--- config.mk ---
export PLATFORM = sky130hd
export DESIGN_NAME = triangle_channel
export DESIGN_NICKNAME = d
export VERILOG_FILES = /design/src/rtl/apu_pkg.sv /design/src/rtl/apu_frame_divider.sv /design/src/rtl/triangle_channel.sv
export SDC_FILE = /design/constraint.sdc
export NUM_CORES = 1
export LEC_CHECK = 0
export ABC_CLOCK_PERIOD_IN_PS = 4019
export CAP_MARGIN = 20
export CELL_PAD_IN_SITES_DETAIL_PLACEMENT = 1
export CELL_PAD_IN_SITES_GLOBAL_PLACEMENT = 2
export CORE_ASPECT_RATIO = 1.1
export CORE_MARGIN = 4
export CORE_UTILIZATION = 39
export DETAILED_ROUTE_END_ITERATION = 10
export PLACE_DENSITY_LB_ADDON = 0.1
export SLEW_MARGIN = 10
export SYNTH_ARGS = -nofsm -noshare
export SYNTH_HDL_FRONTEND = slang
export SYNTH_SLANG_ARGS = --single-unit
--- constraint.sdc ---
create_clock -name clk -period 4.02 [get_ports clk]
set_input_delay 0.804 -clock clk [delete_from_list [all_inputs] [get_ports clk]]
set_output_delay 0.804 -clock clk [all_outputs]
set_load 0.02 [all_outputs]
--- src/rtl/apu_pkg.sv ---
// Shared APU constants: length-counter lookup table and the triangle
// sequencer output table.
package apu_pkg;

   typedef logic [4:0] tri_step_t;

   localparam logic [7:0] LENGTH_TABLE [0:31] = '{
      8'd10,  8'd254, 8'd20,  8'd2,   8'd40,  8'd4,   8'd80,  8'd6,
      8'd160, 8'd8,   8'd60,  8'd10,  8'd14,  8'd12,  8'd26,  8'd14,
      8'd12,  8'd16,  8'd24,  8'd18,  8'd48,  8'd20,  8'd96,  8'd22,
      8'd192, 8'd24,  8'd72,  8'd26,  8'd16,  8'd28,  8'd32,  8'd30
   };

   // Falling ramp 15..0 followed by rising ramp 0..15.
   localparam logic [3:0] TRI_SEQ [0:31] = '{
      4'd15, 4'd14, 4'd13, 4'd12, 4'd11, 4'd10, 4'd9,  4'd8,
      4'd7,  4'd6,  4'd5,  4'd4,  4'd3,  4'd2,  4'd1,  4'd0,
      4'd0,  4'd1,  4'd2,  4'd3,  4'd4,  4'd5,  4'd6,  4'd7,
      4'd8,  4'd9,  4'd10, 4'd11, 4'd12, 4'd13, 4'd14, 4'd15
   };

endpackage

--- src/rtl/apu_frame_divider.sv ---
// Local frame sequencer: one-cycle quarter tick every QUARTER_FRAME_CYCLES
// clocks, with every second quarter tick also flagged as a half tick.
module apu_frame_divider #(
   parameter int QUARTER_FRAME_CYCLES = 7457
) (
   input  logic clk,
   input  logic rst_n,
   output logic quarter,
   output logic half
);

   localparam int CW = (QUARTER_FRAME_CYCLES > 2) ? $clog2(QUARTER_FRAME_CYCLES) : 1;
   localparam logic [CW-1:0] LAST = CW'(QUARTER_FRAME_CYCLES - 1);

   logic [CW-1:0] cnt;
   logic          half_phase;

   assign quarter = (cnt == LAST);
   assign half    = quarter & half_phase;

   // Free-running divider; half_phase alternates on each quarter tick.
   always_ff @(posedge clk or negedge rst_n) begin
      if (!rst_n) begin
         cnt        <= '0;
         half_phase <= 1'b0;
      end else if (quarter) begin
         cnt        <= '0;
         half_phase <= ~half_phase;
      end else begin
         cnt        <= cnt + 1'b1;
      end
   end

endmodule

--- src/rtl/triangle_channel.sv ---
// Triangle voice: period timer, 32-step sequencer, linear and length counters.
// Optional build macro: TRIANGLE_ULTRASONIC_MUTE_EN (freeze the sequencer
// when the period is below 2).
module triangle_channel
   import apu_pkg::*;
#(
   parameter int QUARTER_FRAME_CYCLES = 7457
) (
   input  logic       clk,
   input  logic       rst_n,
   input  logic [7:0] reg4008,
   input  logic [7:0] reg400A,
   input  logic [7:0] reg400B,
   output logic [3:0] wave
);

   logic [10:0] period;
   logic [10:0] timer;
   tri_step_t   step;
   tri_step_t   step_next;
   logic [6:0]  linear;
   logic [7:0]  length;
   logic        reload;
   logic [7:0]  reg400b_p1;
   logic        first_p1;
   logic        write_evt;
   logic        quarter;
   logic        half;
   logic        period_ok;
   logic        advance;
   logic        ctrl;

   assign period    = {reg400B[2:0], reg400A};
   assign ctrl      = reg4008[7];
   assign write_evt = first_p1 | (reg400B != reg400b_p1);
   assign step_next = step + 5'd1;

`ifdef TRIANGLE_ULTRASONIC_MUTE_EN
   assign period_ok = (period >= 11'd2);
`else
   assign period_ok = 1'b1;
`endif

   assign advance = (timer == 11'd0) & (linear != 7'd0) & (length != 8'd0) & period_ok;

   apu_frame_divider #(
      .QUARTER_FRAME_CYCLES(QUARTER_FRAME_CYCLES)
   ) u_frame (
      .clk    (clk),
      .rst_n  (rst_n),
      .quarter(quarter),
      .half   (half)
   );

   // Previous-cycle copy of $400B; the first edge out of reset counts as a write.
   always_ff @(posedge clk or negedge rst_n) begin
      if (!rst_n) begin
         reg400b_p1 <= 8'd0;
         first_p1   <= 1'b1;
      end else begin
         reg400b_p1 <= reg400B;
         first_p1   <= 1'b0;
      end
   end

   // Period timer reloads on zero; the sequencer steps on that same edge when gated on.
   always_ff @(posedge clk or negedge rst_n) begin
      if (!rst_n) begin
         timer <= 11'd0;
         step  <= '0;
         wave  <= 4'd15;
      end else begin
         if (timer == 11'd0) begin
            timer <= period;
         end else begin
            timer <= timer - 11'd1;
         end
         if (advance) begin
            step <= step_next;
            wave <= TRI_SEQ[step_next];
         end
      end
   end

   // Linear counter on quarter ticks; the tick sees the reload flag from before any same-cycle write.
   always_ff @(posedge clk or negedge rst_n) begin
      if (!rst_n) begin
         linear <= 7'd0;
         reload <= 1'b1;
      end else begin
         if (quarter) begin
            if (reload) begin
               linear <= reg4008[6:0];
            end else if (linear != 7'd0) begin
               linear <= linear - 7'd1;
            end
         end
         if (write_evt) begin
            reload <= 1'b1;
         end else if (quarter && !ctrl) begin
            reload <= 1'b0;
         end
      end
   end

   // Length counter: a write load takes priority over a half-tick decrement.
   always_ff @(posedge clk or negedge rst_n) begin
      if (!rst_n) begin
         length <= 8'd0;
      end else if (write_evt) begin
         length <= LENGTH_TABLE[reg400B[7:3]];
      end else if (half && !ctrl && (length != 8'd0)) begin
         length <= length - 8'd1;
      end
   end

endmodule

==> flow_results.xml <==
<?xml version="1.0" encoding="UTF-8"?>
<metrics>
  <group name="global_route">
    <metric name="pin_count_of_the_biggest_net_entering_global_routing" unit="">46</metric>
    <metric name="antenna_violations_before_repair" unit="">0</metric>
    <metric name="first_pass_grt_wire_length" unit="mm">12.08</metric>
    <metric name="gr_usage_total" unit="%">15.15</metric>
    <metric name="grt-ovfl-total" unit="">0</metric>
    <metric name="grt_pass1_vias" unit="">2594</metric>
  </group>
  <group name="worst_hold_path">
    <metric name="worst_hold_path_type" unit="">in -&gt; async</metric>
  </group>
  <group name="sta">
    <metric name="final-hold-violation-count" unit="">0</metric>
    <metric name="rsz_0062_raised_after_global_routing" unit="">false</metric>
    <metric name="maxClockFrequency" unit="GHz">0.3592</metric>
    <metric name="final.period_utilization" unit="%">69.26</metric>
    <metric name="fin_worst_skew" unit="ns">0.01053</metric>
    <metric name="layout_min_cycle_time" unit="ns">2.784</metric>
    <metric name="slew_violations" unit="">0</metric>
    <metric name="setup_violations_final" unit="">0</metric>
    <metric name="worst_hold_margin" unit="ns">0.3999</metric>
    <metric name="timing_worst_slew_pin_value" unit="ns">0.7049</metric>
    <metric name="slew_headroom" unit="%">52.57</metric>
    <metric name="setup_tns" unit="ns">0</metric>
  </group>
  <group name="synthesis">
    <metric name="synth.yosys.seq_area_share" unit="%">44.79</metric>
    <metric name="synthDistinctLibCells" unit="">50</metric>
    <metric name="postSynthCellCount" unit="">347</metric>
    <metric name="synth.cell_area" unit="sq um">3313</metric>
    <metric name="synth-seq-cells" unit="">59</metric>
    <metric name="postSynth.topFlopCell" unit="">sky130_fd_sc_hd__dfrtp_1</metric>
    <metric name="mappedNetlistNets" unit="">388</metric>
    <metric name="ys_async_sr_fraction" unit="%">100.0</metric>
    <metric name="yosys_warnings" unit="">0</metric>
    <metric name="synth.avg_cell_area" unit="sq um">9.548</metric>
    <metric name="post_synth_edffs" unit="">0</metric>
  </group>
  <group name="detailed_routing">
    <metric name="post_detailed_route_drc_marker_count" unit="">0</metric>
    <metric name="ant_nets" unit="">0</metric>
    <metric name="drt_wl_total" unit="mm">6.951</metric>
    <metric name="drt_first_iter_violations" unit="">36</metric>
    <metric name="route.vias.total" unit="">2572</metric>
    <metric name="first_drt_pass_iteration_count" unit="">3</metric>
    <metric name="vias_per_cell" unit="">5.206</metric>
    <metric name="drt-wirelength-per-cell" unit="um">14.07</metric>
  </group>
  <group name="clock_tree">
    <metric name="max-clock-path-buffers" unit="">2</metric>
    <metric name="clkSinkCount" unit="">59</metric>
    <metric name="number_of_hold_buffers_added_after_cts" unit="">0</metric>
    <metric name="postCtsSetupBuffers" unit="">0</metric>
    <metric name="cts-buffers-inserted" unit="">9</metric>
    <metric name="ctsResizeCount" unit="">0</metric>
    <metric name="clockRootBuffer" unit="">sky130_fd_sc_hd__clkbuf_8</metric>
    <metric name="clkTransAtPathRegs" unit="ns">0.07</metric>
    <metric name="cts_tree" unit="">built</metric>
    <metric name="clock_latency" unit="ns">0.34</metric>
    <metric name="clock_tree.htree_level_count" unit="">3</metric>
  </group>
  <group name="critical_path">
    <metric name="setup.worst_path.start" unit="">reg400B[6]</metric>
    <metric name="crit_path_max_fanout" unit="">18</metric>
    <metric name="regToRegEndpoint" unit="">step[1]$_DFFE_PN0P_</metric>
    <metric name="critical_path_class" unit="">in -&gt; reg</metric>
    <metric name="critical_path.reg2reg.startpoint" unit="">length[4]$_DFFE_PN0P_</metric>
    <metric name="worst-r2r-cell-count" unit="">4</metric>
    <metric name="critPathRequiredTime" unit="ns">4.24</metric>
    <metric name="start_kind" unit="">input port</metric>
    <metric name="timing.critical_path.arrival" unit="ns">3.00</metric>
    <metric name="crit_path_end_kind" unit="">flip-flop</metric>
    <metric name="reg2reg_slack" unit="ns">1.40</metric>
    <metric name="critical_path_destination" unit="">length[6]$_DFFE_PN0P_</metric>
  </group>
  <group name="die">
    <metric name="initial_utilization" unit="%">39.82</metric>
    <metric name="die_height" unit="um">104.7</metric>
    <metric name="ios" unit="">30</metric>
    <metric name="core.rowCount" unit="">35</metric>
    <metric name="die_width" unit="um">95.88</metric>
    <metric name="dieArea" unit="sq um">10040</metric>
    <metric name="floorplan.core_area" unit="sq um">8320</metric>
  </group>
  <group name="layout">
    <metric name="mostFrequentLayoutCell" unit="">sky130_fd_sc_hd__dfrtp_1</metric>
    <metric name="most-common-layout-cells" unit="">sky130_fd_sc_hd__dfrtp_1 (53), sky130_fd_sc_hd__nor2_1 (38), sky130_fd_sc_hd__clkdlybuf4s50_1 (28)</metric>
    <metric name="layout.filler_cells" unit="">955</metric>
    <metric name="nets" unit="">419</metric>
    <metric name="antenna_cells_inserted" unit="">0</metric>
    <metric name="drive_gt1_share" unit="%">9.399</metric>
    <metric name="multiInputGateArea" unit="sq um">1695</metric>
    <metric name="area.sequential" unit="sq um">1484</metric>
    <metric name="area_delta_synth_final" unit="%">17.75</metric>
  </group>
  <group name="placement">
    <metric name="gpl.final_weighted_congestion" unit="">0.7289</metric>
    <metric name="dp_hpwl" unit="mm">5.037</metric>
    <metric name="port_buffers" unit="">29</metric>
  </group>
  <group name="power_and_ir_drop">
    <metric name="power.ir.vdd_worst" unit="mV">0.2021</metric>
    <metric name="power_density_over_cell_area" unit="nW/um^2">387.4</metric>
    <metric name="leakage" unit="nW">1.633</metric>
  </group>
  <group name="flow_run">
    <metric name="drv.max_cap_violation_count" unit="">0</metric>
  </group>
  <group name="outcome">
    <metric name="outcome" unit="">finished, final reports clean</metric>
  </group>
</metrics>
per-layer routing:
metal	track usage, %	routed length (um)	vias up
met5	0	0	-
met2	24.94	3409	32
li1	-	-	1270
met4	5.793	114	0
met1	18.89	3215	1261
met3	3.672	211	9
report_power, final:
part	internal (W)	leakage (nW)	switching, W	total [W]
sequential	0.000684	0.700	0.0000685	0.000752
clock	0.000220	0.0887	0.000243	0.000464
combinational	0.000155	0.844	0.000140	0.000295
total	0.00106	1.63	0.000452	0.00151
how the worst min path moves through the flow:
stage          depth (start not counted)  slack [ns]                        endpoint                      startpoint
3_5_place_dp                           1        0.47  u_frame.half_phase$_DFFE_PN0N_  u_frame.half_phase$_DFFE_PN0N_
2_1_floorplan                          1        0.44  u_frame.half_phase$_DFFE_PN0N_  u_frame.half_phase$_DFFE_PN0N_
3_3_place_gp                           1        0.46  u_frame.half_phase$_DFFE_PN0N_  u_frame.half_phase$_DFFE_PN0N_
5_1_grt                                1        0.42        u_frame.cnt[3]$_DFF_PN0_                           rst_n
6_report                               1        0.40        u_frame.cnt[3]$_DFF_PN0_                           rst_n
4_1_cts                                1        0.48  u_frame.half_phase$_DFFE_PN0N_  u_frame.half_phase$_DFFE_PN0N_
Yosys cell counts, types with 2 or more instances:
cell | n | area share, %
sky130_fd_sc_hd__nand2_1 | 20 | 2.3
sky130_fd_sc_hd__o31a_1 | 2 | 0.53
sky130_fd_sc_hd__buf_1 | 2 | 0.23
sky130_fd_sc_hd__ha_1 | 15 | 5.7
sky130_fd_sc_hd__inv_1 | 17 | 1.9
sky130_fd_sc_hd__mux2i_1 | 8 | 2.4
sky130_fd_sc_hd__clkbuf_1 | 11 | 1.2
sky130_fd_sc_hd__o21ai_0 | 23 | 3.5
sky130_fd_sc_hd__nor2b_1 | 2 | 0.38
sky130_fd_sc_hd__o211ai_1 | 2 | 0.45
sky130_fd_sc_hd__a21oi_1 | 27 | 4.1
sky130_fd_sc_hd__xnor2_1 | 24 | 6.3
sky130_fd_sc_hd__or4_1 | 4 | 0.91
sky130_fd_sc_hd__a31oi_1 | 2 | 0.38
sky130_fd_sc_hd__xor2_1 | 16 | 4.2
sky130_fd_sc_hd__nor3_1 | 9 | 1.4
sky130_fd_sc_hd__dfstp_2 | 6 | 4.8
sky130_fd_sc_hd__nand2b_1 | 3 | 0.57
sky130_fd_sc_hd__nor4b_1 | 3 | 0.79
sky130_fd_sc_hd__a22oi_1 | 2 | 0.45
sky130_fd_sc_hd__nand3_1 | 9 | 1.4
sky130_fd_sc_hd__or3_1 | 4 | 0.76
sky130_fd_sc_hd__nor4bb_1 | 2 | 0.60
sky130_fd_sc_hd__buf_2 | 2 | 0.30
sky130_fd_sc_hd__nor2_1 | 38 | 4.3
sky130_fd_sc_hd__nand4_1 | 6 | 1.1
sky130_fd_sc_hd__nand3b_1 | 6 | 1.4
sky130_fd_sc_hd__nor4_1 | 8 | 1.5
sky130_fd_sc_hd__dfrtp_1 | 53 | 40
per-stage QoR:
step | total power, W | area, sq um | util [%] | worst slack [ns] | std cells
2_1_floorplan | 0.0009507 | 3313 | - | 1.679 | 347
3_3_place_gp | 0.001055 | 3705 | 44.53 | 0.8931 | 476
3_5_place_dp | 0.001064 | 3712 | 44.62 | 0.8715 | 477
4_1_cts | 0.001537 | 3881 | 46.65 | 1.228 | 493
5_1_grt | 0.001628 | 3901 | 46.89 | 1.146 | 494
6_report | 0.001511 | 3901 | 46.89 | 1.236 | 494
sequential cells by signal, summed over array words and instances, names as in the netlist:
signal,cells
u_frame.half_phase,1
timer,11
reg400b_p1,8
first_p1,1
wave,4
linear,7
u_frame.cnt,13
step,5
reload,1
length,8
worst max-delay path, stage by stage:
cell                              delay, ns
sky130_fd_sc_hd__clkdlybuf4s50_1       0.88
sky130_fd_sc_hd__xnor2_1               0.19
sky130_fd_sc_hd__nand4_1               0.10
sky130_fd_sc_hd__or4_1                 0.65
sky130_fd_sc_hd__o31a_1                0.37
area by class of cell:
class	instances	share of cell area [%]
multi-input cells	255	43.46
flip-flops and latches	59	38.04
repair buffers	36	8.980
well taps	111	3.560
clock buffers	9	3.175
inverters	17	1.636
clock inverters	7	1.155
cell families (layout without fill, tap and decap cells):
family / count (synthesis) / after routing / share of synthesized area, %
AND/OR/NAND/NOR: 124 / 124 / 20.24
buffers and inverters: 33 / 69 / 4.041
XOR/XNOR: 40 / 40 / 10.57
AO/OA/AOI/OAI: 65 / 65 / 11.14
flip-flops: 59 / 59 / 44.79
multiplexers: 10 / 10 / 3.437
adder cells (fa/ha/maj): 15 / 15 / 5.665
other: 1 / 1 / 0.1132
No activity file was read; power rests on OpenSTA's default activity.
